--- src/rtl/bit_serializer_101_pkg.sv ---
// Shared definitions for the "101" serializer: FSM encoding and defaults
// that the downstream detector bench also uses.
package bit_serializer_101_pkg;

  typedef enum logic {
    IDLE  = 1'b0,
    SHIFT = 1'b1
  } state_t;

  localparam int   DEFAULT_WIDTH    = 8;
  localparam logic DEFAULT_IDLE_BIT = 1'b0;

endpackage : bit_serializer_101_pkg

--- src/rtl/bit_serializer_101_if.sv ---
// Parallel-in handshake and serial-out bundle of the "101" serializer.
interface bit_serializer_101_if #(
  parameter int WIDTH = bit_serializer_101_pkg::DEFAULT_WIDTH
);

  // Word transfer occurs at a rising edge where in_valid & in_ready are both
  // high; the source holds in_data/in_valid stable until that edge.
  logic [WIDTH-1:0] in_data;
  logic             in_valid;
  logic             in_ready;
  logic             ser_bit;
  logic             ser_valid;
  logic             frame_start;
  logic             frame_end;
  logic             busy;

  modport master (
    output in_data, in_valid,
    input  in_ready, ser_bit, ser_valid, frame_start, frame_end, busy
  );

  modport slave (
    input  in_data, in_valid,
    output in_ready, ser_bit, ser_valid, frame_start, frame_end, busy
  );

endinterface : bit_serializer_101_if

--- src/rtl/bit_serializer_101.sv ---
// Parallel-to-serial feeder for the "101" detector: one bit per clock,
// gapless across back-to-back words, registered serial outputs.
module bit_serializer_101
  import bit_serializer_101_pkg::*;
#(
  parameter int   WIDTH     = DEFAULT_WIDTH,
  parameter bit   MSB_FIRST = 1'b1,
  parameter logic IDLE_BIT  = DEFAULT_IDLE_BIT
) (
  input  logic                    clk,
  input  logic                    rst,
  bit_serializer_101_if.slave     bus,
  output state_t                  dbg_state
);

  localparam int CW = (WIDTH > 1) ? $clog2(WIDTH) : 1;
  localparam logic [CW-1:0] CNT_LAST = CW'(WIDTH - 1);
  localparam logic [CW-1:0] CNT_PENULT = CW'(WIDTH - 2);

  state_t           state_q, state_d;
  logic [WIDTH-1:0] shreg_q, shreg_d;
  logic [CW-1:0]    cnt_q, cnt_d;
  logic             ser_bit_q, ser_bit_d;
  logic             ser_valid_q, ser_valid_d;
  logic             frame_start_q, frame_start_d;
  logic             frame_end_q, frame_end_d;

  logic last_bit;
  logic in_ready;
  logic handshake;

  assign last_bit  = (state_q == SHIFT) && (cnt_q == CNT_LAST);
  assign in_ready  = (state_q == IDLE) || last_bit;
  assign handshake = bus.in_valid && in_ready;

  // shreg_q always holds the bit on ser_bit at the outgoing end, so the
  // next bit to present is its neighbour one position inward.
  always_comb begin
    state_d       = state_q;
    shreg_d       = shreg_q;
    cnt_d         = cnt_q;
    ser_bit_d     = ser_bit_q;
    ser_valid_d   = ser_valid_q;
    frame_start_d = frame_start_q;
    frame_end_d   = frame_end_q;

    if (handshake) begin
      state_d       = SHIFT;
      shreg_d       = bus.in_data;
      cnt_d         = '0;
      ser_bit_d     = MSB_FIRST ? bus.in_data[WIDTH-1] : bus.in_data[0];
      ser_valid_d   = 1'b1;
      frame_start_d = 1'b1;
      frame_end_d   = 1'b0;
    end else if (state_q == SHIFT) begin
      if (last_bit) begin
        state_d       = IDLE;
        shreg_d       = '0;
        cnt_d         = '0;
        ser_bit_d     = IDLE_BIT;
        ser_valid_d   = 1'b0;
        frame_start_d = 1'b0;
        frame_end_d   = 1'b0;
      end else begin
        shreg_d       = MSB_FIRST ? (shreg_q << 1) : (shreg_q >> 1);
        cnt_d         = cnt_q + CW'(1);
        ser_bit_d     = MSB_FIRST ? shreg_q[WIDTH-2] : shreg_q[1];
        ser_valid_d   = 1'b1;
        frame_start_d = 1'b0;
        frame_end_d   = (cnt_q == CNT_PENULT);
      end
    end
  end

  always_ff @(posedge clk or negedge rst) begin
    if (!rst) begin
      state_q       <= IDLE;
      shreg_q       <= '0;
      cnt_q         <= '0;
      ser_bit_q     <= IDLE_BIT;
      ser_valid_q   <= 1'b0;
      frame_start_q <= 1'b0;
      frame_end_q   <= 1'b0;
    end else begin
      state_q       <= state_d;
      shreg_q       <= shreg_d;
      cnt_q         <= cnt_d;
      ser_bit_q     <= ser_bit_d;
      ser_valid_q   <= ser_valid_d;
      frame_start_q <= frame_start_d;
      frame_end_q   <= frame_end_d;
    end
  end

  assign bus.in_ready    = in_ready;
  assign bus.ser_bit     = ser_bit_q;
  assign bus.ser_valid   = ser_valid_q;
  assign bus.frame_start = frame_start_q;
  assign bus.frame_end   = frame_end_q;
  assign bus.busy        = (state_q == SHIFT);
  assign dbg_state       = state_q;

endmodule : bit_serializer_101

--- src/flat_wrapper.sv ---
// flat-port wrapper written by rule: the top's interface ports become plain ports
module bit_serializer_101_flat import bit_serializer_101_pkg::*;
#(
  parameter int   WIDTH     = DEFAULT_WIDTH,
  parameter bit   MSB_FIRST = 1'b1,
  parameter logic IDLE_BIT  = DEFAULT_IDLE_BIT
)
  (clk, rst, dbg_state, bus_in_data, bus_in_valid, bus_in_ready, bus_ser_bit, bus_ser_valid, bus_frame_start, bus_frame_end, bus_busy);
  bit_serializer_101_if #(.WIDTH(WIDTH)) bus_i ();
  input  logic clk;
  input  logic rst;
  output state_t dbg_state;
  input wire logic [$bits(bus_i.in_data)-1:0] bus_in_data;
  input wire logic [$bits(bus_i.in_valid)-1:0] bus_in_valid;
  output wire logic [$bits(bus_i.in_ready)-1:0] bus_in_ready;
  output wire logic [$bits(bus_i.ser_bit)-1:0] bus_ser_bit;
  output wire logic [$bits(bus_i.ser_valid)-1:0] bus_ser_valid;
  output wire logic [$bits(bus_i.frame_start)-1:0] bus_frame_start;
  output wire logic [$bits(bus_i.frame_end)-1:0] bus_frame_end;
  output wire logic [$bits(bus_i.busy)-1:0] bus_busy;
  assign bus_i.in_data = bus_in_data;
  assign bus_i.in_valid = bus_in_valid;
  assign bus_in_ready = bus_i.in_ready;
  assign bus_ser_bit = bus_i.ser_bit;
  assign bus_ser_valid = bus_i.ser_valid;
  assign bus_frame_start = bus_i.frame_start;
  assign bus_frame_end = bus_i.frame_end;
  assign bus_busy = bus_i.busy;
  bit_serializer_101 #(.WIDTH(WIDTH), .MSB_FIRST(MSB_FIRST), .IDLE_BIT(IDLE_BIT)) u_core (.clk(clk), .rst(rst), .bus(bus_i), .dbg_state(dbg_state));
endmodule
--- config.mk ---
export PLATFORM = sky130hd
export DESIGN_NAME = bit_serializer_101_flat
export DESIGN_NICKNAME = d
export VERILOG_FILES = /design/src/rtl/bit_serializer_101_pkg.sv /design/src/rtl/bit_serializer_101_if.sv /design/src/rtl/bit_serializer_101.sv /design/src/flat_wrapper.sv
export SDC_FILE = /design/constraint.sdc
export NUM_CORES = 1
export LEC_CHECK = 0
export BUFFER_PORTS_ARGS = -buffer_cell sky130_fd_sc_hd__buf_2
export CAP_MARGIN = 10
export CORE_ASPECT_RATIO = 0.9
export CORE_MARGIN = 2
export CORE_UTILIZATION = 45
export DETAILED_ROUTE_END_ITERATION = 10
export GPL_ROUTABILITY_DRIVEN = 0
export GPL_TIMING_DRIVEN = 0
export PLACE_DENSITY = 0.65
export RECOVER_POWER = 25
export SLEW_MARGIN = 15
export SYNTH_ARGS = -nofsm -noshare
export SYNTH_HDL_FRONTEND = slang
export SYNTH_SLANG_ARGS = --single-unit
--- constraint.sdc ---
create_clock -name clk -period 1.94 [get_ports clk]
set_input_delay 0.097 -clock clk [delete_from_list [all_inputs] [get_ports clk]]
set_output_delay 0.097 -clock clk [all_outputs]
set_load 0.05 [all_outputs]
==> metrics.txt, run 1 <==
fin area=910 µm²; clk sink count=15; result of the run=finished clean; filler cell count in the final layout=141; number of antenna repair diodes=0; WP data required=1.84 ns; warnings from Yosys=0; buffers added on ports=17; Worst Hold Slack=0.0676 ns; number of nets still failing antenna checks after routing=0; path type of the worst setup path=reg -> out; area taken by multi-input logic gates=308 µm²; total DRC errors in the routed layout=0; slack of the critical path=0.110 ns; drt first pass iters=4; slowest cell delay on critical path=0.41 ns; sum of negative setup slack=0 ns; dpl cell area=873 µm²; floorplan die area=2030 µm²; kind of capture point of the worst setup path=output port; Worst Max-Slew Pin Slew=0.823 ns; TritonCTS buffer count=3; count of pins over their slew limit=0; fraction of the yosys area taken by sequential cells=0.495; detailed-route vias per instance=5.27; unrepaired setup endpoints after global routing=false; effective utilization at floorplan=0.465; cell family with the largest share of critical-path delay=buffers and inverters; average cell area after synthesis=11.2 µm²; highest clock frequency the design can meet=546 MHz; Std-Cell Rows=14; Vert. Die Dim=42.9 µm; overall track demand over capacity in global routing=0.184; net count of the mapped netlist=82; Cells after Synth=68; Die Wd=47.3 µm; buffer levels on the longest clock path=2; number of nets in the layout=105; total power of the final layout=0.00125 W; critical path launch point type=register; setup violation total in the final timing report=0; number of H-tree branching levels=1; vias in the first global route=555; power density over cell area=1370 nW/µm²; post-placement worst setup slack=0.429 ns; post-synthesis cell type count=23; count of maximum capacitance violations=0; Mapped Area=758 µm²; Cell Chain, Critical Path=ha_1 -> ha_1 -> buf_6 -> nor2b_4 -> inv_4 -> buf_2; clk_lat worst skew=0.29 ns; Core Footprint=1630 µm²; TritonCTS clock tree=built; ratio of final minimum period to clock period=0.943; vias after detailed routing=601; Final HPWL DP=1050 µm; library cell contributing the largest single delay on the critical path=dfrtp_1; detailed-route wire length=1540 µm; Critical path buffers and inverters=3; Leakage=0.450 nW; top-level port count=18; Final Hold Violating Endpoints=0; fraction of final layout cells with drive strength greater than 1=0.311; kind of path behind the tightest hold check=in -> reg; relative slew slack=0.451; Area growth syn-to-layout=20.0%; total congestion overflow after global routing=0; highest ir drop seen on vdd=0.000573 V; CTS Root Cell=clkbuf_4; worst setup skew after layout=0.00623 ns; clock slew at the register clock pins of the worst setup and hold paths=0.10 ns; number of storage elements in the synthesis netlist=15; CP Data Arrival Time=1.73 ns; violation count after the first detailed-route iteration=12; highest net fanout along the worst path=10; routed length per placed instance=13.5 µm; area of all sequential standard cells=375 µm²; initial antenna violation count=0; most repeated library cell on the critical path=ha_1; pin count of the biggest net entering global routing=16; global-route wire length before repair=2570 µm; count of buffers added by post-CTS timing repair for setup=0; final worst path period need=1.83 ns
cells in the final DEF (no fill, tap or decap), drive strengths merged, types with 2 or more instances in the layout:
master  Yosys  layout
dfrtp      15      15
o221ai      7       7
o21ai       2       2
nor2        2       2
buf         4      20
mux2i       8       8
nand3       8       8
inv        10      10
clkbuf      1       5
ha          3       3
per-layer routing:
layer | wire, µm | part of all wire | vias to the layer above | GRT usage
li1 | - | - | 289 | -
met1 | 728 | 0.47 | 292 | 0.254
met2 | 716 | 0.46 | 18 | 0.262
met3 | 87 | 0.056 | 2 | 0.0511
met4 | 10 | 0.0065 | 0 | 0.0833
met5 | 0 | 0 | - | 0
worst register-to-register path, cell delays in order (launching register included):
cell      delay [ns]
dfrtp_1         0.41
ha_1            0.20
ha_1            0.18
buf_6           0.15
nor2b_4         0.19
inv_4           0.09
o221ai_1        0.18
cells by family after synthesis:
kind of cell / after synthesis / synth area share
buf+inv: 15 / 0.0990
flops: 15 / 0.495
compound gates: 13 / 0.142
simple gates: 13 / 0.0941
mux: 9 / 0.120
fa+ha+maj: 3 / 0.0495
what timing repair did:
action	4_1_cts	5_1_grt
resized for setup	0	0
hold buffers	1	0
hold endpoints to repair	15	0
endpoints found under the setup margin	0	0
sequential cells by signal, indices dropped and copies added (netlist names):
signal and count:
u_core.bus.busy 1, u_core.bus.frame_end 1, u_core.bus.frame_start 1, u_core.bus.ser_bit 1, u_core.bus.ser_valid 1, u_core.cnt_q 3, u_core.shreg_q 7
cell usage after synthesis (all sizes together):
cell type | instances | area [µm²]
nand3 | 8 | 40.0
o21ai | 2 | 10.0
inv | 10 | 40.0
o2bb2ai | 1 | 8.76
nand2 | 1 | 3.75
nor2 | 2 | 7.51
clkbuf | 1 | 3.75
a211o | 1 | 8.76
nand2b | 1 | 6.26
a32o | 1 | 10.0
ha | 3 | 37.5
mux2i | 8 | 80.1
buf | 4 | 31.3
dfrtp | 15 | 375
mux2 | 1 | 11.3
a22o | 1 | 8.76
nor2b | 1 | 13.8
o221ai | 7 | 61.3
path summary, 6_finish.rpt:
check                      cells after the start                  from  slack [ns]                   end
max                                            6       u_core.cnt_q[0]        0.11          bus_in_ready
min                                            3        bus_in_data[2]        0.07     u_core.shreg_q[2]
max reg2reg                                    6       u_core.cnt_q[0]        0.45     u_core.shreg_q[6]
min reg2reg                                    1  u_core.bus.frame_end        0.50  u_core.bus.frame_end
max in group asynchronous                      2                   rst        1.01     u_core.shreg_q[4]
min in group asynchronous                      2                   rst        0.41       u_core.bus.busy
area by class of cell:
cell class / instances / area share
Inverter: 10 / 0.0440
Multi-Input combinational cell: 38 / 0.338
Timing Repair Buffer: 18 / 0.103
Buffer: 5 / 0.0385
Sequential cell: 15 / 0.413
Clock buffer: 3 / 0.0248
Tap cell: 24 / 0.0330
Clock inverter: 1 / 0.00550
power by group:
group	internal (W)	total (W)	switching [W]
combinational	0.000209	0.000576	0.000367
clock	0.0000765	0.000183	0.000106
sequential	0.000422	0.000490	0.0000675
total	0.000708	0.00125	0.000541
stage by stage:
step | cells | utilization
6_report | 114 | 0.558
2_1_floorplan | 68 | -
3_3_place_gp | 109 | 0.536
3_5_place_dp | 109 | 0.536
4_1_cts | 114 | 0.559
5_1_grt | 114 | 0.558
No activity file was read; power rests on OpenSTA's default activity.
==> inputs of run 2 (changes only) <==
- PLACE_DENSITY: 0.65 -> 0.67
- clock period: 1.94 -> 1.6 ns (I/O delays scaled with it)
==> run 2 against run 1 <==
Sequential share of layout area is 2.8 points lower. Largest power group unchanged. Setup slack improved by 0.022 ns. First-iteration DRC count decreased by 75%. Final area up 7.2%. Highest routed layer unchanged. Clock skew down 0.0016 ns.
==> metrics.txt, run 2 (same netlist as run 1, synthesis figures left out) <==
TritonCTS clock tree=built; source of the worst register-to-register timing path=u_core.cnt_q[1]; reg-to-reg slack, setup=0.19 ns (-0.26 ns); highest net fanout along the worst path=2 (-8); clk sink count=15 (unchanged); highest ir drop seen on vdd=0.000887 V (+55%); commonest cells after routing, fill and taps aside=buf_2 (16), dfrtp_1 (15); Worst Max-Slew Pin Slew=0.826 ns (+0.00261 ns); clock slew at the register clock pins of the worst setup and hold paths=0.09 ns (about the same); number of nets in the layout=110 (+4.8%); routed length per placed instance=13.7 µm (+1.1%); Std-Cell Rows=14 (unchanged); overall track demand over capacity in global routing=0.197 (+0.0132); unrepaired setup endpoints after global routing=false; Final Hold Violating Endpoints=0 (unchanged); total DRC errors in the routed layout=0 (unchanged); number of nets still failing antenna checks after routing=0 (unchanged); portion of total power attributed to combinational logic=0.516 (+0.054); switching part of the total power=0.417 (-0.0165); effective utilization at floorplan=0.465 (unchanged); top-level port count=18 (unchanged); WP data required=1.52 ns (-0.32 ns); CP Launch Point=u_core.cnt_q[1]; fraction of final layout cells with drive strength greater than 1=0.379 (+0.0678); sequential share of power=0.355 (-0.037); result of the run=finished clean; busiest layer in global routing=met2; CP Data Arrival Time=1.39 ns (-0.34 ns); count of maximum capacitance violations=0 (unchanged); TritonCTS buffer count=3 (unchanged); Critical path buffers and inverters=2 (-1); detailed-route wire length=1630 µm (+5.5%); Vert. Die Dim=42.9 µm (unchanged); Core Footprint=1630 µm² (unchanged); sum of negative setup slack=0 ns (unchanged); cell family with the largest share of critical-path delay=flip-flops; Regs by FF count=u_core.shreg_q x7, u_core.cnt_q x3; relative slew slack=0.449 (-0.00174); ratio of final minimum period to clock period=0.918; slowest cell delay on critical path=0.40 ns (about the same); global-route wire length before repair=2700 µm (+5.1%); post-placement worst setup slack=0.0937 ns (-0.335 ns); highest clock frequency the design can meet=681 MHz; number of H-tree branching levels=1 (unchanged); Layout Cells excl Fill=119 (+4.4%); setup violation total in the final timing report=0 (unchanged); vias after detailed routing=598 (-0.50%); CTS Root Cell=clkbuf_4; Leakage=0.473 nW (+5.1%); vias in the first global route=558 (+0.54%); Largest Register=u_core.shreg_q; met1 track demand over resource=0.275 (+0.0214); worst setup skew after layout=0.00464 ns (-0.00159 ns); initial antenna violation count=0 (unchanged); drt first pass iters=4 (unchanged); power density over cell area=1710 nW/µm² (+25%); slack of the critical path=0.132 ns (+0.0222 ns); number of antenna repair diodes=0 (unchanged); buffers added on ports=17 (unchanged); buffer levels on the longest clock path=2 (unchanged); Cell Chain, Critical Path=ha_2 -> ha_4 -> nor2b_4 -> inv_4 -> buf_8; Final HPWL DP=1070 µm (+2.2%); floorplan die area=2030 µm² (unchanged); Area growth syn-to-layout=28.5%; kind of path behind the tightest hold check=in -> reg; path type of the worst setup path=reg -> out; flip-flop count of the largest register after layout=7 (unchanged); Inst Count DP=109 (unchanged); global routing usage on met3=0.0255 (-0.0255); library cell contributing the largest single delay on the critical path=dfrtp_1; pin count of the biggest net entering global routing=16 (unchanged); total congestion overflow after global routing=0 (unchanged); critical path launch point type=register; clk_lat worst skew=0.28 ns (about the same); Die Wd=47.3 µm (unchanged); count of pins over their slew limit=0 (unchanged); Sw Pwr=0.000695 W (+29%); internal portion of total power=0.000973 W (+37%); clock network fraction of design power=0.129 (-0.017); violation count after the first detailed-route iteration=3 (-9); start point of the worst min-delay path=bus_in_data[6]; routing usage on met2=0.292 (+0.0297); commonest non-fill, non-tap cell in the layout=buf_2; final worst path period need=1.47 ns; detailed-route vias per instance=5.03 (-4.7%); kind of capture point of the worst setup path=output port
==> run 2: cell type report <==
class                   instances  area [µm²]
fillers                       155         654
flip-flops and latches         15         375
multi-input cells              38         329
repair buffers                 24         149
inverters                      10        40.0
well taps                      24        30.0
plain buffers                   4        23.8
clock buffers                   3        22.5
clock inverters                 1        5.00
==> run 2: what timing repair did <==
action,CTS,global route
endpoints found under the hold margin,15,0
hold buffers,1,0
resized for setup,4,3
buffers inserted,4,2
endpoints found under the setup margin,1,2
pin swaps,0,1
==> run 2: worst min-delay path, stage by stage <==
cell      delay, ns
buf_2          0.09
nand3_1        0.07
o221ai_1       0.06
==> run 2: stage by stage <==
| stage | hold WS (ns) | instance area, µm² | util | power [W] |
|---|---|---|---|---|
| floorplan | -0.216 | 758 | - | 0.00113 |
| global placement | 0.00331 | 873 | 0.536 | 0.00128 |
| detailed placement | 0.00154 | 873 | 0.536 | 0.00130 |
| CTS | 0.0408 | 953 | 0.585 | 0.00162 |
| global route | 0.0458 | 975 | 0.598 | 0.00179 |
| finish | 0.0490 | 975 | 0.598 | 0.00167 |
==> run 2: worst paths after layout <==
kind	end	cells past startpoint
worst max-delay path	bus_in_ready	5
worst min-delay path	u_core.shreg_q[6]	3
worst max register to register	u_core.shreg_q[2]	6
min in group asynchronous	u_core.cnt_q[1]	2
worst min register to register	u_core.bus.ser_valid	1
max in group asynchronous	u_core.shreg_q[4]	2
==> run 2: power groups by stage <==
stage | Clock, W | Combinational (W) | Sequential, W
global route | 0.000235 | 0.000949 | 0.000610
detailed placement | 0 | 0.000702 | 0.000602
floorplan | 0 | 0.000425 | 0.000710
global placement | 0 | 0.000688 | 0.000596
CTS | 0.000223 | 0.000804 | 0.000594
finish | 0.000215 | 0.000861 | 0.000592
==> run 2: layer usage <==
metal | vias to the layer above | wire (µm) | share of wire
li1 | 304 | - | -
met5 | - | 0 | 0
met2 | 14 | 803 | 0.49
met1 | 278 | 741 | 0.46
met3 | 2 | 72 | 0.044
met4 | 0 | 9 | 0.0055
